[src/rtl/div_pkg.sv]
// Shared definitions for the restoring divider: FSM state
// encodings and the iteration counter width helper.
package div_pkg;

  localparam logic [1:0] ST_IDLE = 2'd0;
  localparam logic [1:0] ST_RUN  = 2'd1;
  localparam logic [1:0] ST_DONE = 2'd2;

  function automatic int cnt_w(input int w);
    return $clog2(w + 1);
  endfunction

endpackage

[src/rtl/sub_nbit.sv]
// N-bit ripple-borrow subtractor: diff = a - b, borrow set
// when a < b (unsigned).
module sub_nbit #(
  parameter int N = 9
) (
  input  logic [N-1:0] a,
  input  logic [N-1:0] b,
  output logic [N-1:0] diff,
  output logic         borrow
);

  logic [N:0] bw;

  assign bw[0] = 1'b0;

  for (genvar i = 0; i < N; i++) begin : g_bit
    assign diff[i]  = a[i] ^ b[i] ^ bw[i];
    assign bw[i+1]  = (~a[i] & b[i])
                    | (~(a[i] ^ b[i]) & bw[i]);
  end

  assign borrow = bw[N];

endmodule

[src/rtl/restoring_divider.sv]
// Sequential unsigned restoring divider, one quotient bit
// per clock, with start/done handshake and divide-by-zero flag.
module restoring_divider #(
  parameter int WIDTH = 8
) (
  input  logic             clk,
  input  logic             rst_n,
  input  logic             start,
  input  logic [WIDTH-1:0] A,
  input  logic [WIDTH-1:0] B,
  output logic             busy,
  output logic             done,
  output logic [WIDTH-1:0] Q,
  output logic [WIDTH-1:0] R,
  output logic             DZ
);
  import div_pkg::*;

  localparam int CW = cnt_w(WIDTH);

  logic [1:0]       state_q, state_d;
  logic [CW-1:0]    cnt_q, cnt_d;
  logic [WIDTH:0]   rem_q, rem_d;
  logic [WIDTH-1:0] quo_q, quo_d;
  logic [WIDTH-1:0] b_q, b_d;
  logic [WIDTH-1:0] q_q, q_d;
  logic [WIDTH-1:0] r_q, r_d;
  logic             dz_q, dz_d;

  logic [WIDTH:0]   rem_sh;
  logic [WIDTH-1:0] quo_sh;
  logic [WIDTH:0]   trial;
  logic             borrow;
  logic [WIDTH:0]   rem_new;
  logic [WIDTH-1:0] quo_new;
  logic             shift_out_unused;

  // {rem,quo} shifted left; the remainder MSB is always 0 here
  assign shift_out_unused = rem_q[WIDTH];
  assign rem_sh = {rem_q[WIDTH-1:0], quo_q[WIDTH-1]};
  assign quo_sh = {quo_q[WIDTH-2:0], 1'b0};

  sub_nbit #(.N(WIDTH + 1)) u_sub (
    .a      (rem_sh),
    .b      ({1'b0, b_q}),
    .diff   (trial),
    .borrow (borrow)
  );

  assign rem_new = borrow ? rem_sh : trial;
  assign quo_new = {quo_sh[WIDTH-1:1], ~borrow};

  always_ff @(posedge clk or negedge rst_n) begin
    if (!rst_n) begin
      state_q <= ST_IDLE;
    end else begin
      state_q <= state_d;
    end
  end

  always_comb begin
    state_d = state_q;
    unique case (state_q)
      ST_IDLE: begin
        if (start) begin
          state_d = (B == '0) ? ST_DONE : ST_RUN;
        end
      end
      ST_RUN: begin
        if (cnt_q == CW'(1)) begin
          state_d = ST_DONE;
        end
      end
      ST_DONE: state_d = ST_IDLE;
      default: state_d = ST_IDLE;
    endcase
  end

  always_comb begin
    busy = (state_q != ST_IDLE);
    done = (state_q == ST_DONE);
  end

  always_comb begin
    cnt_d = cnt_q;
    rem_d = rem_q;
    quo_d = quo_q;
    b_d   = b_q;
    q_d   = q_q;
    r_d   = r_q;
    dz_d  = dz_q;
    unique case (state_q)
      ST_IDLE: begin
        if (start && (B != '0)) begin
          b_d   = B;
          rem_d = '0;
          quo_d = A;
          cnt_d = CW'(WIDTH);
        end else if (start) begin
          q_d  = '1;
          r_d  = A;
          dz_d = 1'b1;
        end
      end
      ST_RUN: begin
        rem_d = rem_new;
        quo_d = quo_new;
        cnt_d = cnt_q - CW'(1);
        if (cnt_q == CW'(1)) begin
          q_d  = quo_new;
          r_d  = rem_new[WIDTH-1:0];
          dz_d = 1'b0;
        end
      end
      default: begin
      end
    endcase
  end

  always_ff @(posedge clk or negedge rst_n) begin
    if (!rst_n) begin
      cnt_q <= '0;
      rem_q <= '0;
      quo_q <= '0;
      b_q   <= '0;
      q_q   <= '0;
      r_q   <= '0;
      dz_q  <= 1'b0;
    end else begin
      cnt_q <= cnt_d;
      rem_q <= rem_d;
      quo_q <= quo_d;
      b_q   <= b_d;
      q_q   <= q_d;
      r_q   <= r_d;
      dz_q  <= dz_d;
    end
  end

  assign Q  = q_q;
  assign R  = r_q;
  assign DZ = dz_q;

endmodule

[config.mk]
export PLATFORM = sky130hd
export DESIGN_NAME = restoring_divider
export DESIGN_NICKNAME = d
export VERILOG_FILES = /design/src/rtl/div_pkg.sv /design/src/rtl/sub_nbit.sv /design/src/rtl/restoring_divider.sv
export SDC_FILE = /design/constraint.sdc
export NUM_CORES = 1
export LEC_CHECK = 0
export CORE_MARGIN = 4
export CORE_UTILIZATION = 50
export CTS_CLUSTER_DIAMETER = 30
export DETAILED_ROUTE_END_ITERATION = 8
export GPL_TIMING_DRIVEN = 0
export PLACE_DENSITY = 0.75
export SETUP_SLACK_MARGIN = 0.15
export SYNTH_ARGS = -nofsm -noshare
export SYNTH_HDL_FRONTEND = slang
export SYNTH_SLANG_ARGS = --single-unit
[constraint.sdc]
create_clock -name clk -period 9.3 [get_ports clk]
set_input_delay 2.325 -clock clk [delete_from_list [all_inputs] [get_ports clk]]
set_output_delay 2.325 -clock clk [all_outputs]
set_load 0.02 [all_outputs]
* Yosys cells after proc, flatten, opt, wreduce, memory -nomap -nowiden
Cells that the tools add are included.
** Cells by class
- Equal/unequal tests :: 7
- Multiplexer cells :: 23
- Bitwise operators :: 55
- $add $sub $neg :: 1
- Reductions and logical operators :: 10
** Operators with widths (number)
- $mux W8 :: 9
- $pmux W8 S2 :: 4
- $not A1 Y1 :: 17
- $and A1 B1 Y1 :: 16
- $xor A1 B1 Y1 :: 15
- $logic_not A8 Y1 :: 1
- $ne A2 B2 Y1 const B :: 4
- $pmux W4 S2 :: 1
- $reduce_bool A8 Y1 :: 1
- $or A1 B1 Y1 :: 7
- $mux W2 :: 3
- $reduce_and A2 Y1 :: 3
- $eq A4 B1 Y1 const B :: 1
- $mux W4 :: 1
- $pmux W2 S2 :: 1
- $reduce_and A4 Y1 :: 1
- $reduce_bool A2 Y1 :: 2
- $sub A4 B1 Y4 const B :: 1
- $mux W1 :: 3
- $eq A2 B1 Y1 const B :: 1
- $eq A2 B2 Y1 const B :: 1
- $logic_not A2 Y1 :: 1
- $pmux W1 S2 :: 1
- $logic_and A1 B1 Y1 :: 1
** Word-level totals
- Input bits :: 19
- Flip-flop bits (word level) :: 47

* Logic depth before layout (Yosys ltp)
- Depth after elaboration :: 20
- Gate-level depth with buffers :: 14
- Gate-level depth less buffers :: 13

* Modules after synthesis
A second synthesis with hierarchy kept.
** Second synthesis, totals
- Cells, all modules :: 248
- Area, all modules :: 2427.3 sq um
** By module, submodules not included
- restoring_divider :: cells each 219, area each 2179.6 sq um, seq. area each 1176.1 sq um, instances 1
- sub_nbit :: cells each 29, area each 247.7 sq um, seq. area each 0.0 sq um, instances 1

* Least setup slack after synthesis
OpenSTA, ideal clock, no wires.
- Path type :: reg2reg
- Start :: reg quo_q[7]
- End :: reg r_q[7] (netlist: R[7])
- Stages on the path, launching flop included :: 15
- Arrival :: 4100 ps
- Period minus slack after synthesis :: 4164 ps
- Library setup time :: 64 ps
- Path slack :: 5136 ps
- Path through :: dfrtp_1 -> inv_1 -> ha_1 -> fa_1 -> fa_1 -> fa_1 -> fa_1 -> fa_1 -> fa_1 -> fa_1 -> nand2b_1 -> buf_2 -> mux2_2 -> a21oi_1 -> mux2_4
** On the way
- Cells in the longest elaborated chain, start to end :: 20
- Elaborated cells on any way between the ends :: 21
** Ends and longest elaborated chain
- start: declaration :: RTL line restoring_divider.sv:24 : logic [WIDTH-1:0] quo_q, quo_d;
- start signal: assignment :: RTL line restoring_divider.sv:132 : quo_q <= quo_d;
- $not A1 Y1 (*) :: RTL line sub_nbit.sv:18 : assign bw[i+1] = (~a[i] & b[i])
- $and A1 B1 Y1 (*) :: RTL line sub_nbit.sv:18
- $and A1 B1 Y1 (*) :: RTL line sub_nbit.sv:19 : | (~(a[i] ^ b[i]) & bw[i]);
- $or A1 B1 Y1 (*) :: RTL line sub_nbit.sv:19
- $and A1 B1 Y1 (*) :: RTL line sub_nbit.sv:19
- $or A1 B1 Y1 (*) :: RTL line sub_nbit.sv:19
- $and A1 B1 Y1 (*) :: RTL line sub_nbit.sv:19
- $or A1 B1 Y1 (*) :: RTL line sub_nbit.sv:19
- [4 not listed]
- $and A1 B1 Y1 (*) :: RTL line sub_nbit.sv:19
- $or A1 B1 Y1 (*) :: RTL line sub_nbit.sv:19
- $and A1 B1 Y1 :: RTL line sub_nbit.sv:19
- $or A1 B1 Y1 :: RTL line sub_nbit.sv:19
- $and A1 B1 Y1 :: RTL line sub_nbit.sv:19
- $mux W8 (*) :: RTL line restoring_divider.sv:50 : assign rem_new = borrow ? rem_sh : trial;
- $mux W8 (*) :: RTL line restoring_divider.sv:109 : if (cnt_q == CW'(1)) begin
- $pmux W8 S2 (*) :: RTL line restoring_divider.sv:92 : unique case (state_q)
- end signal: assignment :: RTL line restoring_divider.sv:135 : r_q <= r_d;
- end: declaration :: RTL line restoring_divider.sv:27 : logic [WIDTH-1:0] r_q, r_d;
Every way passes the cells marked *; elsewhere a longest branch is shown, timed or not. The select of a mux whose other input is x is not followed.
A chain may end at the register's enable or synchronous reset.

* Worst setup path in the final report
Same ends and word-level chain as after synthesis.

==> reports/metrics.csv <==
metric;value;unit
cts_setup_buffers;0;
path_max_fanout;9;
die_x;76.70;µm
core_area;4474;µm²
clock-sinks;47;
synth_top_family_by_area;simple AND/OR/NAND/NOR gates;
critPathCaptureType;register;
grt_pass1_vias;1668;
ios;38;
path_clk_slew;0.09;ns
instances_no_fill;306;
hold_class;reg -> reg;
wirelength;4683;µm
portBuffers;37;
worst_path_most_repeated_cell;fa_1;
drive_gt1_frac;0.1417;
hpwl;3590;µm
dr.first_iter.drc_count;87;
synth-edff-count;0;
finalSetupViolCount;0;
htreeDepth;2;
reg2reg_to;R[7];
n_fill_cell;387;
powerDensity;379.5;nW/µm²
final.period_utilization;0.4888;
grt_use_total;0.1738;
final_nets;282;
synthMuxAreaShare;0.09279;
cts-root-buf;clkbuf_8;
hold_violations;0;
rrSetupSlack;4.75;ns
p_leak;1.274;nW
multi_input_area;1070;µm²
r2r-start;quo_q[7];
cts_buffers;5;
ant_nets;0;
synth_ff_type;dfrtp_1;
cts_hold_buf;0;
whs_path_depth;1;
diodes;0;
wl_per_cell;15.30;µm
cp_top_family;adder cells;
yosysSeqAreaShare;0.4984;
post_cts_resized;0;
crit_chain;inv_1, ha_1, fa_1, fa_1, fa_1, fa_1, fa_1, fa_1, fa_1, nand2b_1, buf_2, mux2_2, a21oi_1, mux2_4;
gp_congestion;0.7949;
netlist-cell-type-count;34;
dieArea;5883;µm²
hp-start;rem_q[6];
synth-async-reset-ratio;1.000;
netlist_instances;208;
path_class;reg -> reg;
crit_slowest_cell;fa_1;
rsz0062_at_grt;false;
min_to;rem_q[6];
synth_xor_area_frac;0.007423;
syn_area_per_cell;11.35;µm²
clock_latency;0.30;ns
synth_fp_nets;237;
synth_fa_ha_area_frac;0.07529;
ir_drop;0.1792;mV
antenna_found_initial;0;
maxSlewViolCount;0;
first_pass_iters;4;
drc;0;
area_delta_synth_final;22.69;%
grt_overflow;0;
synthSimpleGateAreaFrac;0.1628;
crit_arrival;4.79;ns
dp_cells;298;
drv_cap;0;
start_kind;register;
worst-slew-pin-transition;0.4628;ns
cts_tree;built;
cts_max_path_buffers;2;
r2r_cells;14;
max_freq;0.2200;GHz
tns;0;ns
grt_start_max_net_pins;31;
relSlewSlack;0.6908;
yosysWarnings;0;
synth-compound-area-share;0.1151;
cp.required;9.55;ns
via_count;1612;
clock_skew;0.009747;ns
synth_area;2360;µm²
initial_core_util;0.5274;
outcome;finished, final reports clean;
synth_seq_cells;47;
drt-vias-per-instance;5.268;
min_period;4.546;ns
cp_slowest_stage_delay;0.45;ns
die-height;76.70;µm
regArea;1176;µm²
cp_num_buf_inv;2;
rows;24;
grt_pass1_wl;8114;µm
Yosys cell counts (all sizes together), types with 7 or more instances:
library cell,n,share of area
a21oi,10,0.023
dfrtp,47,0.50
fa,7,0.059
inv,15,0.024
mux2,14,0.072
nand2,27,0.044
nand2b,9,0.024
o211a,8,0.034
o21ai,7,0.020
or3,7,0.019
layout make-up:
class                   instances  share of cell area
multi-input cells             137              0.3695
plain buffers                   9             0.01988
inverters                      15             0.01945
repair buffers                 38              0.1331
clock buffers                   6             0.02506
clock inverters                 2            0.004322
flip-flops and latches         47              0.4062
well taps                      52             0.02247
power by group:
group	leakage [nW]	internal, mW	switching [mW]
sequential	0.554	0.309	0.0646
clock	0.0412	0.0526	0.0680
combinational	0.679	0.299	0.307
total	1.27	0.660	0.439
layout by cell type (no fill, tap or decap), types with 2 or more instances in the layout:
cell type | netlist | routed
nor3b_1 | 6 | 6
nand3_1 | 6 | 6
mux2_4 | 3 | 3
a211oi_1 | 5 | 5
nor2_1 | 5 | 5
nor2b_1 | 2 | 2
dfrtp_1 | 47 | 47
ha_1 | 3 | 3
clkbuf_1 | 4 | 5
mux2i_1 | 5 | 5
mux2_2 | 11 | 11
buf_2 | 3 | 4
fa_1 | 7 | 7
or2_2 | 2 | 2
nor4_4 | 2 | 2
o21ai_0 | 6 | 6
o211a_1 | 8 | 8
nand2b_1 | 9 | 9
a21oi_1 | 9 | 9
or3_1 | 7 | 7
inv_1 | 15 | 15
buf_12 | 1 | 2
nand2_1 | 26 | 26
a21o_1 | 5 | 5
clkbuf_8 | 0 | 5
clkdlybuf4s50_1 | 0 | 36
nor3_1 | 2 | 2
registers in the layout, indices dropped and copies added, names as in the netlist:
register / count
quo_q: 8
state_q: 2
R: 8
Q: 8
DZ: 1
b_q: 8
cnt_q: 4
rem_q: 8
worst max path at each step:
stage	startpoint	endpoint	slack, ns	cells after the start
final	quo_q[7]	R[7]	4.75	14
after global routing	quo_q[7]	R[7]	4.56	14
after CTS	quo_q[7]	R[7]	4.74	14
after detailed placement	quo_q[7]	R[7]	4.78	14
after global placement	rst_n	R[4]	4.59	1
after floorplan	quo_q[7]	R[7]	5.14	14
layer usage:
metal  part of all wire  GRT usage
met1               0.48     0.2317
met2               0.47     0.2779
met3              0.042    0.05504
met4              0.010    0.03804
met5                  0          0
logic make-up (layout without fill, tap and decap cells):
kind of cell,count (synthesis),after routing
simple gates,69,69
compound gates,37,37
xor+xnor,2,2
buf+inv,24,70
fa+ha+maj,10,10
flops,47,47
mux,19,19
worst register-to-register path, delay by kind of cell (launching register included):
kind | cells | cell delay [ns]
compound gates | 1 | 0.18
fa+ha+maj | 8 | 3.05
buf+inv | 2 | 0.28
flops | 1 | 0.34
mux | 2 | 0.54
simple gates | 1 | 0.10
per-stage QoR:
step                      utilization  instance area [µm²]  hold slack (ns)  worst slack (ns)  power [mW]
after floorplan                     -                 2360           0.4497             5.136      0.7912
after global placement         0.6247                 2795           0.4628             4.588      0.9652
after detailed placement       0.6281                 2810           0.4661             4.784      0.9915
after CTS                      0.6471                 2895           0.4932             4.739       1.113
after global routing           0.6471                 2895           0.5168             4.562       1.203
final                          0.6471                 2895           0.4930             4.754       1.099
Note: power is estimated with default switching activity, not from simulation.
